$ cat src/rtl/i2c_byte_writer.sv
// Write-only I2C master: one START / addr+W / ACK / data / ACK / STOP frame per
// falling edge of the active-low request, to a fixed 7-bit slave address.
module i2c_byte_writer #(
  parameter int         CLK_DIV    = 125,
  parameter logic [6:0] SLAVE_ADDR = 7'h27
) (
  input  logic       i_clk,
  input  logic       i_rst,
  input  logic       i_i2c_en,
  input  logic [7:0] i_i2c_sdata,
  input  logic       i_i2c_sda,
  output logic       o_i2c_scl,
  output logic       o_i2c_sda,
  output logic       o_i2c_busy,
  output logic       o_ack_err
);

  localparam int QW = $clog2(CLK_DIV);

  typedef enum logic [2:0] {
    IDLE, START, ADDR, ACK1, DATA, ACK2, STOP
  } state_t;

  state_t        state_reg, state_next;
  logic          en_prev_reg;
  logic [QW-1:0] qcnt_reg;
  logic [1:0]    quarter_reg;
  logic [2:0]    bit_reg;
  logic [7:0]    shift_reg;
  logic [7:0]    data_reg;
  logic          ack_err_reg;

  logic req_edge;
  logic q_end;
  logic slot_end;
  logic is_ack;

  assign req_edge = en_prev_reg & ~i_i2c_en;
  assign q_end    = (qcnt_reg == QW'(CLK_DIV - 1));
  assign slot_end = q_end && (quarter_reg == 2'd3);
  assign is_ack   = (state_reg == ACK1) || (state_reg == ACK2);

  // State register
  always_ff @(posedge i_clk) begin
    if (i_rst) begin
      state_reg <= IDLE;
    end else begin
      state_reg <= state_next;
    end
  end

  // Next-state logic
  always_comb begin
    state_next = state_reg;
    case (state_reg)
      IDLE:    if (req_edge) state_next = START;
      START:   if (slot_end) state_next = ADDR;
      ADDR:    if (slot_end && bit_reg == 3'd7) state_next = ACK1;
      ACK1:    if (slot_end) state_next = DATA;
      DATA:    if (slot_end && bit_reg == 3'd7) state_next = ACK2;
      ACK2:    if (slot_end) state_next = STOP;
      STOP:    if (slot_end) state_next = IDLE;
      default: state_next = IDLE;
    endcase
  end

  // Timing counters, shifter and ACK status; counters only run outside IDLE
  always_ff @(posedge i_clk) begin
    if (i_rst) begin
      en_prev_reg <= 1'b1;
      qcnt_reg    <= '0;
      quarter_reg <= 2'd0;
      bit_reg     <= 3'd0;
      shift_reg   <= 8'd0;
      data_reg    <= 8'd0;
      ack_err_reg <= 1'b0;
    end else begin
      en_prev_reg <= i_i2c_en;
      if (state_reg == IDLE) begin
        qcnt_reg    <= '0;
        quarter_reg <= 2'd0;
        bit_reg     <= 3'd0;
        if (req_edge) begin
          shift_reg   <= {SLAVE_ADDR, 1'b0};
          data_reg    <= i_i2c_sdata;
          ack_err_reg <= 1'b0;
        end
      end else begin
        if (q_end) begin
          qcnt_reg    <= '0;
          quarter_reg <= quarter_reg + 2'd1;
        end else begin
          qcnt_reg <= qcnt_reg + QW'(1);
        end
        if (slot_end && (state_reg == ADDR || state_reg == DATA)) begin
          bit_reg   <= bit_reg + 3'd1;
          shift_reg <= {shift_reg[6:0], 1'b0};
        end
        if (slot_end && state_reg == ACK1) begin
          shift_reg <= data_reg;
        end
        // Slave drives ACK while SCL is high; sample at the end of q2
        if (is_ack && quarter_reg == 2'd2 && q_end && i_i2c_sda) begin
          ack_err_reg <= 1'b1;
        end
      end
    end
  end

  // Output decode
  always_comb begin
    o_i2c_scl  = 1'b1;
    o_i2c_sda  = 1'b1;
    o_i2c_busy = (state_reg != IDLE);
    o_ack_err  = ack_err_reg;
    case (state_reg)
      START: o_i2c_sda = ~quarter_reg[1];
      ADDR, DATA: begin
        o_i2c_scl = quarter_reg[1];
        o_i2c_sda = shift_reg[7];
      end
      ACK1, ACK2: o_i2c_scl = quarter_reg[1];
      STOP: begin
        o_i2c_scl = quarter_reg[1];
        o_i2c_sda = (quarter_reg == 2'd3);
      end
      default: ;
    endcase
  end

endmodule
$ cat config.mk
export PLATFORM = sky130hd
export DESIGN_NAME = i2c_byte_writer
export DESIGN_NICKNAME = d
export VERILOG_FILES = /design/src/rtl/i2c_byte_writer.sv
export SDC_FILE = /design/constraint.sdc
export NUM_CORES = 1
export LEC_CHECK = 0
export BUFFER_PORTS_ARGS = -buffer_cell sky130_fd_sc_hd__buf_2
export CORE_MARGIN = 5
export CORE_UTILIZATION = 30
export DETAILED_ROUTE_END_ITERATION = 8
export GPL_ROUTABILITY_DRIVEN = 0
export SYNTH_ARGS = -nofsm -noshare
export SYNTH_HDL_FRONTEND = slang
export SYNTH_SLANG_ARGS = --single-unit
$ cat constraint.sdc
create_clock -name i_clk -period 1.6 [get_ports i_clk]
set_clock_uncertainty 0.15 [all_clocks]
set_input_delay 0.08 -clock i_clk [delete_from_list [all_inputs] [get_ports i_clk]]
set_output_delay 0.08 -clock i_clk [all_outputs]
set_load 0.05 [all_outputs]
After elaboration in Yosys (flattened, before gate mapping)
Index checks and enable logic that the tools add are counted.
- $add $sub $neg: 3
- equal/unequal tests: 17
- mux-type cells: 17
- bitwise logic cells: 3
- reductions and logical operators: 21
- operators by type and width (cell ; count):
    $mux W8 ; 4
    $mux W3 ; 7
    $pmux W3 S7 ; 1
    $ne A2 B2 Y1 const B ; 7
    $eq A3 B3 Y1 const B ; 4
    $add A7 B1 Y7 const B ; 1
    $eq A7 B7 Y1 const B ; 1
    $logic_and A1 B1 Y1 ; 7
    $reduce_and A7 Y1 ; 1
    $eq A3 B2 Y1 const B ; 2
    $reduce_and A2 Y1 ; 3
    $reduce_bool A3 Y1 ; 2
    $reduce_or A5 Y1 ; 1
    $eq A2 B2 Y1 const B ; 2
    $mux W1 ; 4
    $reduce_or A2 Y1 ; 2
    $add A3 B1 Y3 const B ; 1
    $eq A3 B1 Y1 const B ; 1
    $logic_not A3 Y1 ; 1
    $pmux W1 S3 ; 1
    $reduce_or A3 Y1 ; 1
    $add A2 B1 Y2 const B ; 1
    $logic_or A1 B1 Y1 ; 2
    $not A1 Y1 ; 2
    other kinds (2) ; 2
- register bits after elaboration: 33
- input bits: 12
- output and inout bits: 4
- word-level logic and storage cells: 69

Depth between registers and ports, before layout
- word-level depth: 7
- depth in mapped cells: 6
- gate-level depth less buffers: 6

Least setup slack after synthesis
OpenSTA, ideal clock, no wires.
- kind: flip-flop to output port
- from: register state_reg[2]
- to: output o_i2c_sda
- arrival: 1940 ps
- required time: 1370 ps
- slack: -570 ps
- cell stages (with the launch flop): 5
- buffers on the path: 1
- path through: dfxtp_1 -> buf_6 -> xnor2_2 -> o22ai_1 -> o21ai_0
- cells in the longest elaborated chain, start to end: 3
- elaborated cells on any way between the ends: 6
- classes of those cells: 4 x eq/ne; 1 x mux; 1 x reduce/logical
- ends and longest elaborated chain (element ; line ; source):
    start: declaration ; 24 ; state_t state_reg, state_next;
    start signal: assignment ; 48 ; state_reg <= state_next;
    $eq A3 B2 Y1 or $eq A3 B3 Y1 (tied branches) ; 116 ; case (state_reg)
    $reduce_or A2 Y1 ; n/a ;
    $pmux W1 S3 (*) ; 116 ;
    end: declaration ; 13 ; output logic o_i2c_sda,
Mark *: on every way between the ends. The rest lies on a longest branch, timed or not.

Final worst setup path
- from: register qcnt_reg[0]
- to: register state_reg[2]
- cells in the longest elaborated chain, start to end: 5
- elaborated cells on any way between the ends: 10
- classes of those cells: 7 x eq/ne; 3 x reduce/logical
- ends and longest elaborated chain (element ; line ; source):
    start: declaration ; 26 ; logic [QW-1:0] qcnt_reg;
    start signal: assignment ; 93 ; qcnt_reg <= qcnt_reg + QW'(1);
    $eq A7 B7 Y1 (*) ; 39 ; assign q_end = (qcnt_reg == QW'(CLK_DIV - 1));
    $logic_and A1 B1 Y1 (*) ; 40 ; assign slot_end = q_end && (quarter_reg == 2'd3);
    $logic_and A1 B1 Y1 ; 58, 60 ;
    $ne A2 B2 Y1 (no source line) ; n/a ;
    $reduce_and A7 Y1 (no source line) (*) ; n/a ;
Marked as above.
A chain may end at the register's enable or synchronous reset.

==> results.sh <==
export IMPL_worstSetupPathType="reg -> reg"
export IMPL_cts_root_buffer="clkbuf_8"
export IMPL_clock_path_buffers=2
export IMPL_reg2regPathDepth=8
export IMPL_core_area_mm2=0.005439
export IMPL_cp_start_kind="flip-flop"
export IMPL_drive_gt1_share_pct=39.52
export IMPL_synthArstFlopShare_pct=0
export IMPL_start_util_pct=30.32
export IMPL_crit_end="state_reg[2]$_SDFFE_PP0P_"
export IMPL_clk_pin_slew_ns=0.06
export IMPL_synth_edf_count=0
export IMPL_antenna_found_initial=0
export IMPL_period_needed_ns=1.676
export IMPL_instances_no_fill=320
export IMPL_grt_util_all_layers_pct=11.11
export IMPL_yosys_area_top_type="dfxtp_1"
export IMPL_rr_startpoint="qcnt_reg[0]$_SDFF_PP0_"
export IMPL_via_per_inst=4.844
export IMPL_reg2reg_to="state_reg[2]$_SDFFE_PP0P_"
export IMPL_rsz0062_at_grt="yes"
export IMPL_reg2reg_slack_ns=-0.08
export IMPL_drtIter0Drc=48
export IMPL_die_w_um=84.14
export IMPL_synth_ff_latch_count=33
export IMPL_finalSetupViolCount=3
export IMPL_syn_area_per_cell_um2=8.634
export IMPL_ant_nets=0
export IMPL_synth_main_ff_cell="dfxtp_1"
export IMPL_die_y_um=84.14
export IMPL_fin_util_pct=44.56
export IMPL_path_max_fanout=5
export IMPL_syn_cell_area_mm2=0.001649
export IMPL_violations="setup timing"
export IMPL_tightest_slew_ns=0.3509
export IMPL_fin_setup_tns_ns=-0.1692
export IMPL_die_area_mm2=0.007080
export IMPL_n_antenna_cell=0
export IMPL_synth_most_common_cell="dfxtp_1"
export IMPL_fmax_mhz=596.8
export IMPL_drc=0
export IMPL_synthTopCellsByCount="dfxtp_1, nand2_1, nor2_1"
export IMPL_htree_levels=2
export IMPL_firstDrtPassIters=4
export IMPL_hold_viol=0
export IMPL_drv_cap=0
export IMPL_outcome="complete, but fails checks"
export IMPL_hpwl_mm=2.728
export IMPL_dp_slack_ns=-0.1343
export IMPL_crit_required_ns=1.62
export IMPL_grt_max_degree=17
export IMPL_cts_tree="done"
export IMPL_leakage_nw=0.9324
export IMPL_synth_cells=191
export IMPL_pwr_density_cell_mw_per_mm2=1564
export IMPL_ys_top_cells_by_area="dfxtp_1, ha_1, nand2_1"
export IMPL_grt_pass1_wl_mm=6.499
export IMPL_min_path_type="in -> reg"
export IMPL_slew_headroom_pct=76.39
export IMPL_yosysSeqAreaShare_pct=40.06
export IMPL_rows=27
export IMPL_fin_ws_ns=-0.07559
export IMPL_numCtsBuffers=5
export IMPL_grt_overflow=0
export IMPL_crit_path_start="qcnt_reg[0]$_SDFF_PP0_"
export IMPL_final_period_utilization_pct=104.7
export IMPL_yosys_warnings=0
export IMPL_cts_sinks=33
export IMPL_clk_latency_ns=0.28
export IMPL_nNetsFinal=268
export IMPL_synthToLayoutAreaGrowth_pct=46.96
export IMPL_drt_total_wl_mm=4.213
export IMPL_cp_end_kind="flip-flop"
export IMPL_cp_data_arrival_time_ns=1.70
export IMPL_p_total_mw=3.790
export IMPL_grt_pass1_vias=1490
export IMPL_dp_cells=296
export IMPL_io_buffers=15
export IMPL_ys_types=47
export IMPL_vias=1550
export IMPL_synth_nets=211
export IMPL_drv_slew=0
export IMPL_ir_worst_vdd_v=0.0006834
export IMPL_avgRoutedWirePerCell_um=13.17
export IMPL_ioPinCount=16
export IMPL_synth_top_cell_area_share_pct=40.06
-- routing by layer --
metal	track usage [%]	wire, um
met5	0	0
met3	1.963	113
met2	18.79	2077
met4	5.848	74
met1	13.37	1948
-- power breakdown --
group | total [mW] | internal (mW) | switching, mW
logic | 2.04 | 0.896 | 1.14
registers | 1.13 | 0.984 | 0.150
clock network | 0.618 | 0.341 | 0.277
total | 3.79 | 2.22 | 1.57
-- kinds of logic after synthesis --
kind of cell	share of synthesized area (%)
XOR/XNOR	4.704
multiplexers	2.428
buffers and inverters	4.476
AO/OA/AOI/OAI	14.95
AND/OR/NAND/NOR	27.32
flip-flops	40.06
adder cells (fa/ha/maj)	6.070
-- stage by stage --
| step | cell area [um2] | hold slack (ns) |
|---|---|---|
| floorplan | 1670 | 0.03361 |
| global placement | 1987 | 0.1376 |
| detailed placement | 1987 | 0.1431 |
| CTS | 2287 | 0.01314 |
| global route | 2424 | 0.01366 |
| finish | 2424 | 0.007555 |
-- worst min path at each step --
stage | startpoint | end | depth (start not counted)
after floorplan | i_rst | shift_reg[7]$_SDFFE_PP0P_ | 1
after global placement | i_i2c_en | en_prev_reg$_SDFF_PP1_ | 2
after global routing | i_rst | shift_reg[0]$_SDFFE_PP0P_ | 2
after detailed placement | i_i2c_en | en_prev_reg$_SDFF_PP1_ | 2
final | i_rst | shift_reg[0]$_SDFFE_PP0P_ | 2
after CTS | i_rst | shift_reg[0]$_SDFFE_PP0P_ | 2
-- layout make-up --
cell class                 instances  area [um2]
fill                             513        3015
tap                               72       90.09
timing repair buffer              58       464.2
clock buffer                       7       86.33
inverter                           8       30.03
multi-input combinational        142        1076
sequential                        33       676.9
-- cells in the final DEF (no fill, tap or decap), types with 3 or more instances in the layout --
cell            n
a21oi_1        12
buf_6           5
mux2i_1         4
nor2_1         20
nand3_1         6
buf_2          13
a211oi_1        5
clkbuf_8        6
dfxtp_1        24
nor3_1          6
inv_2           3
nand2b_1        3
inv_1           5
xnor2_1         5
ha_4            4
dfxtp_2         7
nand2_1        24
dlygate4sd3_1   9
buf_4          29
o22ai_1         3
-- repair_timing --
item | in CTS | in global routing
endpoints found under the hold margin | 9 | 0
hold buffers | 9 | 0
resized for setup | 24 | 25
pin swaps | 8 | 13
endpoints found under the setup margin | 16 | 23
setup buffers | 5 | 4
-- worst max-delay path, stage by stage, from the launching register on --
cell and delay (ns):
dfxtp_2 0.32, inv_2 0.06, ha_4 0.14, nand3_2 0.07, buf_6 0.14, buf_4 0.14
o31ai_4 0.20, nor2_1 0.08, o32ai_1 0.26
(Power assumes the default switching activity.)
